[src/rtl/dma_arb_pkg.sv]
// Shared types and constants for the DMA port arbiter.
package dma_arb_pkg;

  typedef enum logic [1:0] {
    IDLE  = 2'd0,
    ISSUE = 2'd1,
    WAIT  = 2'd2
  } arbState_e;

  localparam logic RW_READ  = 1'b1;
  localparam logic RW_WRITE = 1'b0;

  localparam int DEF_AW = 16;
  localparam int DEF_DW = 16;

endpackage

[src/rtl/rr_picker.sv]
// Combinational round-robin picker: first masked request at or after ptr wins.
module rr_picker #(
  parameter int N  = 3,
  parameter int PW = 2
) (
  input  logic [N-1:0]  req,
  input  logic [N-1:0]  mask,
  input  logic [PW-1:0] ptr,
  output logic [N-1:0]  winner,
  output logic          valid
);

  logic [N-1:0]  cand;
  logic [PW-1:0] idx;

  always_comb begin
    cand   = req & mask;
    winner = '0;
    valid  = 1'b0;
    idx    = '0;
    for (int i = 0; i < N; i++) begin
      idx = PW'((int'(ptr) + i) % N);
      if (!valid && cand[idx]) begin
        winner[idx] = 1'b1;
        valid       = 1'b1;
      end
    end
  end

endmodule

[src/rtl/dma_arbiter.sv]
// Round-robin arbiter sharing one DMA port; one access in flight, lock keeps bursts together.
module dma_arbiter
  import dma_arb_pkg::*;
#(
  parameter int N_REQ     = 3,
  parameter int AW        = DEF_AW,
  parameter int DW        = DEF_DW,
  parameter int DMA_LAT   = 1,
  parameter int MAX_BURST = 16
) (
  input  logic               clk,
  input  logic               reset,
  input  logic [N_REQ-1:0]   req,
  input  logic [N_REQ-1:0]   lock,
  input  logic [N_REQ-1:0]   rw,
  input  logic [N_REQ*AW-1:0] addr,
  input  logic [N_REQ*DW-1:0] wdata,
  output logic [N_REQ-1:0]   gnt,
  output logic [N_REQ-1:0]   done,
  output logic               dma_enable,
  output logic               dma_rw,
  output logic [AW-1:0]      dma_addr,
  output logic [DW-1:0]      dma_wdata,
  output logic               busy
);

  localparam int PW = $clog2(N_REQ);
  localparam int LW = $clog2(DMA_LAT + 1);
  localparam int BW = $clog2(MAX_BURST + 1);

  arbState_e      state, stateNxt;
  logic [PW-1:0]  ownerIdx, ownerNxt, ptr, ptrNxt, ptrAfter, pickPtr, grantIdx, pickIdx;
  logic [LW-1:0]  latCnt, latNxt;
  logic [BW-1:0]  burstCnt, burstNxt;
  logic [N_REQ-1:0] gntNxt, pickMask, pickOh;
  logic           pickValid, inWait, lastCyc, ownLocked, grantEn;
  logic           rwNxt;
  logic [AW-1:0]  addrNxt;
  logic [DW-1:0]  wdataNxt;

  function automatic logic [PW-1:0] ohToIdx(input logic [N_REQ-1:0] oh);
    ohToIdx = '0;
    for (int i = 0; i < N_REQ; i++)
      if (oh[i]) ohToIdx = PW'(i);
  endfunction

  assign inWait    = (state == WAIT);
  assign lastCyc   = inWait && (latCnt == LW'(1));
  assign ptrAfter  = (ownerIdx == PW'(N_REQ - 1)) ? '0 : ownerIdx + 1'b1;
  // In the done cycle the owner is excluded unless the lock path re-grants it explicitly.
  assign pickPtr   = inWait ? ptrAfter : ptr;
  assign pickMask  = inWait ? ~gnt : '1;
  assign ownLocked = |(req & lock & gnt);
  assign pickIdx   = ohToIdx(pickOh);

  assign done       = lastCyc ? gnt : '0;
  assign dma_enable = (state == ISSUE);
  assign busy       = (state != IDLE);

  rr_picker #(.N(N_REQ), .PW(PW)) uPick (
    .req    (req),
    .mask   (pickMask),
    .ptr    (pickPtr),
    .winner (pickOh),
    .valid  (pickValid)
  );

  always_comb begin
    stateNxt = state;
    gntNxt   = gnt;
    ownerNxt = ownerIdx;
    ptrNxt   = ptr;
    latNxt   = latCnt;
    burstNxt = burstCnt;
    rwNxt    = dma_rw;
    addrNxt  = dma_addr;
    wdataNxt = dma_wdata;
    grantEn  = 1'b0;
    grantIdx = pickIdx;
    case (state)
      IDLE: begin
        if (pickValid) begin
          grantEn  = 1'b1;
          burstNxt = '0;
        end
      end
      ISSUE: begin
        latNxt   = LW'(DMA_LAT);
        stateNxt = WAIT;
      end
      WAIT: begin
        latNxt = latCnt - 1'b1;
        if (lastCyc) begin
          ptrNxt = ptrAfter;
          if (ownLocked && (int'(burstCnt) < MAX_BURST - 1)) begin
            grantEn  = 1'b1;
            grantIdx = ownerIdx;
            burstNxt = burstCnt + 1'b1;
          end else if (pickValid) begin
            grantEn  = 1'b1;
            burstNxt = '0;
          end else if (ownLocked) begin
            // burst cap reached but nobody else is waiting: keep the port, hold the count
            grantEn  = 1'b1;
            grantIdx = ownerIdx;
          end else begin
            gntNxt   = '0;
            stateNxt = IDLE;
          end
        end
      end
      default: stateNxt = IDLE;
    endcase
    if (grantEn) begin
      stateNxt         = ISSUE;
      ownerNxt         = grantIdx;
      gntNxt           = '0;
      gntNxt[grantIdx] = 1'b1;
      rwNxt            = rw[grantIdx];
      addrNxt          = addr[AW*grantIdx +: AW];
      wdataNxt         = wdata[DW*grantIdx +: DW];
    end
  end

  always_ff @(posedge clk or negedge reset) begin
    if (!reset) begin
      state     <= IDLE;
      gnt       <= '0;
      ownerIdx  <= '0;
      ptr       <= '0;
      latCnt    <= '0;
      burstCnt  <= '0;
      dma_rw    <= 1'b0;
      dma_addr  <= '0;
      dma_wdata <= '0;
    end else begin
      state     <= stateNxt;
      gnt       <= gntNxt;
      ownerIdx  <= ownerNxt;
      ptr       <= ptrNxt;
      latCnt    <= latNxt;
      burstCnt  <= burstNxt;
      dma_rw    <= rwNxt;
      dma_addr  <= addrNxt;
      dma_wdata <= wdataNxt;
    end
  end

endmodule

[config.mk]
export PLATFORM = sky130hd
export DESIGN_NAME = dma_arbiter
export DESIGN_NICKNAME = d
export VERILOG_FILES = /design/src/rtl/dma_arb_pkg.sv /design/src/rtl/rr_picker.sv /design/src/rtl/dma_arbiter.sv
export SDC_FILE = /design/constraint.sdc
export NUM_CORES = 1
export LEC_CHECK = 0
export ABC_CLOCK_PERIOD_IN_PS = 8200
export BUFFER_PORTS_ARGS = -buffer_cell sky130_fd_sc_hd__buf_2
export CAP_MARGIN = 20
export CORE_MARGIN = 1
export CORE_UTILIZATION = 50
export DETAILED_ROUTE_END_ITERATION = 16
export PLACE_DENSITY = 0.86
export SLEW_MARGIN = 10
export SYNTH_ARGS = -nofsm -noshare
export SYNTH_HDL_FRONTEND = slang
export SYNTH_HIERARCHICAL = 1
export SYNTH_SLANG_ARGS = --single-unit
[constraint.sdc]
create_clock -name clk -period 8.2 [get_ports clk]
set_clock_uncertainty 0.2 [all_clocks]
set_input_delay 1.23 -clock clk [delete_from_list [all_inputs] [get_ports clk]]
set_output_delay 1.23 -clock clk [all_outputs]
set_load 0.005 [all_outputs]
# Yosys cells after proc, flatten, opt, wreduce, memory -nomap -nowiden
# Index checks and enable logic that the tools add are counted.
# op_classes
n_addsub,5
div,3
n_lt_le_gt_ge,9
n_eq_ne,12
shifts,2
mux,56
n_bitwise,6
n_reduce_logical,21
# ops
op,n
$shiftx 48x7->16,2
$mod 32x3->32 const B,2
$mux 3,11
$mod 3x3->32 const B,1
$mux 2,13
$mux 1,17
$mux 5,3
$lt 2x3->1 const B,4
$pmux 5 s2,1
$reduce_and 5->1,2
$reduce_bool 2->1,5
$and 3x3->3,3
$bmux 1 s2,4
$demux 1 s2,4
$ge 2x1->1 const B,4
$logic_and 1x1->1,8
$ne 2x1->1 const B,3
$ne 3x2->1 const B,2
$or 3x3->3,2
$pmux 2 s3,1
$add 5x1->5 const B,1
$lt 5x4->1 const B,1
$eq 2x2->1 const B,2
$ne 2x2->1 const B,2
13 further kinds,16
# totals
ff_bits,48
inputBits,107
output_inout_bits,41

# Depth between registers and ports, before layout
# depth
depth_word,25
ltp_mapped,16
ltp_nobuf,13

# Hierarchy
# Netlist, hierarchy kept.
# modules_own_cells
module,instances,cells_per_inst,area_each_um2,seq_area_each_um2
dma_arbiter,1,273,2710.1,1201.2
rr_picker,1,40,300.3,0.0

# Least setup slack after synthesis
# Ideal clock, no wire load.
# synth_path
kind,register to register
startpoint,register state[0]
endpoint,register dma_addr[10]
setup_ns,0.142
arrival_ns,3.335
required_time_ns,7.858
path_slack_ns,4.522
path_stages_with_launch,17
cell_sequence,dfrtp_1 inv_1 ha_1 clkbuf_1 mux2_2 inv_1 ha_1 and4b_1 nor3_1 nand4_1 a21oi_2 nand3_1 mux2i_1 buf_6 buf_12 mux2i_1 o221ai_1
# synth_lines
item,line,source
from (decl),dma_arbiter.sv:31,"arbState_e state, stateNxt;"
from (signal assigned),dma_arbiter.sv:137,state <= stateNxt;
$eq 2x2->1 *,dma_arbiter.sv:47,assign inWait = (state == WAIT);
$mux 2 *,dma_arbiter.sv:51,assign pickPtr = inWait ? ptrAfter : ptr;
named net pickPtr[0],dma_arbiter.sv:32,"logic [PW-1:0] ownerIdx, ownerNxt, ptr, ptrNxt, ptrAfter, pickPtr, grantIdx, pickIdx;"
"parallel branches: the longest is 9 deep, another holds $mod 32x3->32",n/a,
$mux 1 *,rr_picker.sv:23,if (!valid && cand[idx]) begin
named net pickValid,dma_arbiter.sv:36,"logic pickValid, inWait, lastCyc, ownLocked, grantEn;"
$mux 2,dma_arbiter.sv:99,end else if (pickValid) begin
$mux 2,dma_arbiter.sv:95,if (ownLocked && (int'(burstCnt) < MAX_BURST - 1)) begin
$mux 2,dma_arbiter.sv:93,if (lastCyc) begin
$mux 2,dma_arbiter.sv:80,case (state)
$shiftx 48x7->16,dma_arbiter.sv:120,addrNxt = addr[AW*grantIdx +: AW];
to (signal assigned),dma_arbiter.sv:144,dma_addr <= addrNxt;
to (decl),dma_arbiter.sv:22,"output logic [AW-1:0] dma_addr,"
# Mark *: on every way through the listed nets, which the timed path passes. The select of a mux whose other input is x is not followed.
# A chain may end at the register's enable or synchronous reset.

# Final worst setup path
# layout_path
startpoint,register state[0]
endpoint,register dma_addr[0]
# Same word-level chain as after synthesis.

==> impl_summary.md <==
Power
Overall power consumption after layout is estimated at ~1.7 mW. The power per standard cell area is around 430 nW/um^2. For this design the static power due to leakage is roughly 2.2 nW. Across the VDD grid, the largest voltage drop is around 270 uV.

Global routing
The number of global-route vias before repair was around 2.7k. The global router's overall resource usage is around 25%. Entering global routing, the biggest net connects just under 50 pins. The first-pass GRT wire length is about 12 mm. The total congestion overflow is 0. The initial antenna violation count is 0.

Floorplanning
The placeable core area is between 5000 and 6000 um^2. The vertical die dimension is ~79 um. The horizontal die dimension is ~79 um.

The number of top-level pins is between 100 and 150. Row generation in the floorplan step produced 27 rows. The initial utilization of the core area, before any placement, comes to 53.0%. The die covers about 6300 um^2.

Timing
After layout, the minimum clock period comes to between 4 and 5 ns. The number of pins exceeding their max-slew limit in the final report is 0. The measured slew at the worst slew-check pin is around 0.76 ns. The total count of hold-check failures in the final report was 0. The worst setup slack after layout is roughly 3.4 ns. Headroom to the max-slew limit came out at between 40 and 50%. Setup repair after global routing left no endpoint under its margin. For this run, the top clock speed supported by timing is ~210 MHz.

The total negative slack for setup checks is 0 ns. In the finished design, the share of the clock period the worst path needs comes to between 50 and 60%. Setup violations remaining at the end of the flow were counted as 0.

Clocking
After clock tree synthesis, the flow added hold-fix buffers numbering 0. In this run the post-CTS setup repair buffer count came out at 0. Clock tree synthesis inserted a total of 5 buffers. The clock passes through at most 2 buffers.

CTS built an H-tree with a depth of 2. After clock tree synthesis, the clock-pin slew on the worst setup and hold paths is about 0.10 ns. At the later pin of the worst-skew pair, clock insertion delay measures about 0.30 ns. Once the clock tree was built, the resizer swapped 0 gates to a different size.

The tree built by TritonCTS fans out to 48 sinks. TritonCTS built the clock tree. The tree is rooted in a sky130_fd_sc_hd__clkbuf_8.

Synthesis
The post-synthesis cell area is just under 3000 um^2. The number of nets in the synthesized netlist is 422. The average instance in the mapped netlist occupies a little under 10 um^2. During synthesis, Yosys emitted a total of 6 warnings. The number of standard cells after synthesis is a little over 300.

Route
The via count is ~2.9k. For this block, the initial DRC count from the detailed router was roughly 200. Dividing the detail-routed via count by the number of cells gives approximately 5.5. The post-detailed-routing wire length is 8.00 mm. In the routed design, unresolved DRC markers number 0. After detailed routing, the average wire length per cell comes to 15.3 um.

The remaining number of nets flagged by the antenna check after routing is 0. Before antenna repair, the detailed router went through 5 iterations.

Critical path
The element type at the critical path end is a flip-flop. In this run the worst path has a maximum fanout of 21. The cell class contributing the biggest share of worst-path delay is multiplexers. For flop-to-flop paths, the worst setup slack is approximately 3.4 ns. The signal arrival time at the worst endpoint is roughly 4.8 ns. The slowest stage of the critical path is the sky130_fd_sc_hd__mux2i_4 cell.

The critical path goes through inv_1 > ha_1 > mux2_2 > inv_1 > ha_1 > and4b_1 > nor3_1 > nand4_1 > a21oi_2 > nand3_1 > mux2i_4 > buf_4 > mux2i_1 > o221ai_1. In this design, the stage delay of the slowest critical-path cell is approximately 0.66 ns. The required time of the critical path is approximately 8.2 ns. The critical path launch point type is a flip-flop.

The critical path is of the reg2reg type. The number of buffers and inverters on the critical path is 3.

Placed design
OpenSTA, run right after detailed placement, puts the worst setup slack at between 3 and 4 ns. The count of buffers from port buffering is ~150. Summing all placed instances gives a cell area of roughly 3700 um^2. The sum of net half-perimeters after detailed placement is roughly 6 mm. The placer's final routability congestion estimate is between 0.9 and 1.

Layout
The number of fillers in the final layout is roughly 470. The number of diodes is 0. In the final layout, the share of cells above drive strength 1 is slightly below 40%. The sequential cells in the finished layout cover a total of 1200 um^2. The finished layout cell area is approximately 3800 um^2. The net count of the finished layout is around 570. The area occupied by multi-input gates is 1480 um^2. From synthesis to final layout, the design area changed by 29.0%.

Status
The run finished with clean final reports.

Flow run
The tool flagged a number of max-cap violations equal to 0.

Hold path
The class of the worst hold path is reg2reg.
==> report_power, final <==
group          total [mW]  internal [mW]  switching, mW
logic                1.05          0.450          0.602
clock network       0.176         0.0919         0.0844
registers           0.425          0.358         0.0673
total                1.65          0.900          0.754
==> layout make-up <==
cell class                      count  share of cell area, %
Multi-Input combinational cell    202                   38.6
Clock buffer                        5                   1.80
Inverter                           41                   4.02
Clock inverter                      3                   1.21
Timing Repair Buffer              152                   20.7
Tap cell                           72                   2.35
Sequential cell                    48                   31.3
==> sequential cells by signal, summed over array words and instances, names as in the netlist <==
| name | cells |
|---|---|
| dma_rw | 1 |
| dma_addr | 16 |
| latCnt | 1 |
| ownerIdx | 2 |
| gnt | 3 |
| ptr | 2 |
| dma_wdata | 16 |
| state | 2 |
| burstCnt | 5 |
==> metrics by stage <==
step | util, % | hold slack (ns) | instances
CTS | 67.7 | 0.290 | 521
global route | 68.3 | 0.310 | 523
floorplan | - | 0.250 | 307
detailed placement | 65.7 | 0.269 | 513
finish | 68.3 | 0.295 | 523
global placement | 65.7 | 0.263 | 513
==> worst reg2reg max path, stage by stage, from the launching register on <==
cell and delay, ns:
sky130_fd_sc_hd__dfrtp_1 0.41, sky130_fd_sc_hd__inv_1 0.09, sky130_fd_sc_hd__ha_1 0.44, sky130_fd_sc_hd__mux2_2 0.43
sky130_fd_sc_hd__inv_1 0.09, sky130_fd_sc_hd__ha_1 0.26, sky130_fd_sc_hd__and4b_1 0.25, sky130_fd_sc_hd__nor3_1 0.19
sky130_fd_sc_hd__nand4_1 0.27, sky130_fd_sc_hd__a21oi_2 0.23, sky130_fd_sc_hd__nand3_1 0.18, sky130_fd_sc_hd__mux2i_4 0.66
sky130_fd_sc_hd__buf_4 0.47, sky130_fd_sc_hd__mux2i_1 0.33, sky130_fd_sc_hd__o221ai_1 0.17
==> metal layers <==
layer / part of all wire (%) / global-route usage [%] / vias up
li1: - / - / 1373
met1: 41 / 30.2 / 1330
met2: 50 / 43.6 / 136
met3: 5.6 / 3.79 / 24
met4: 2.9 / 12.4 / 0
met5: 0 / 0 / -
==> placed cells by master, fill, tap and decap left out, types with 2 or more instances in the layout <==
cell                       count
sky130_fd_sc_hd__nand3_2       2
sky130_fd_sc_hd__ha_1          8
sky130_fd_sc_hd__o21ai_1       3
sky130_fd_sc_hd__buf_4         3
sky130_fd_sc_hd__nand3_1      11
sky130_fd_sc_hd__o21ai_0       4
sky130_fd_sc_hd__mux2i_1      37
sky130_fd_sc_hd__o221ai_1     31
sky130_fd_sc_hd__nor2_1        5
sky130_fd_sc_hd__and3_1        2
sky130_fd_sc_hd__nand4_1       2
sky130_fd_sc_hd__nand2_1      56
sky130_fd_sc_hd__mux2_2        3
sky130_fd_sc_hd__dfrtp_1      48
sky130_fd_sc_hd__or2_0         2
sky130_fd_sc_hd__clkbuf_8      5
sky130_fd_sc_hd__a21o_2        2
sky130_fd_sc_hd__and3_2        3
sky130_fd_sc_hd__inv_1        41
sky130_fd_sc_hd__buf_2       147
sky130_fd_sc_hd__o221ai_2      2
sky130_fd_sc_hd__a21o_1        3
sky130_fd_sc_hd__a21oi_1       3
sky130_fd_sc_hd__and4b_1       2
sky130_fd_sc_hd__nor3_1        2
sky130_fd_sc_hd__nor2b_1       2
==> path summary, 6_finish.rpt <==
check                                        start                 endpoint  depth (start not counted)
setup / recovery              state[0]$_DFFE_PN0P_  dma_addr[0]$_DFFE_PN0P_                         14
hold / removal             dma_addr[3]$_DFFE_PN0P_  dma_addr[3]$_DFFE_PN0P_                          2
setup reg to reg              state[0]$_DFFE_PN0P_  dma_addr[0]$_DFFE_PN0P_                         14
hold reg to reg            dma_addr[3]$_DFFE_PN0P_  dma_addr[3]$_DFFE_PN0P_                          2
max in group asynchronous                    reset  dma_addr[3]$_DFFE_PN0P_                          2
min in group asynchronous                    reset  burstCnt[4]$_DFFE_PN0P_                          1
Power figures use the tool's default switching activity.
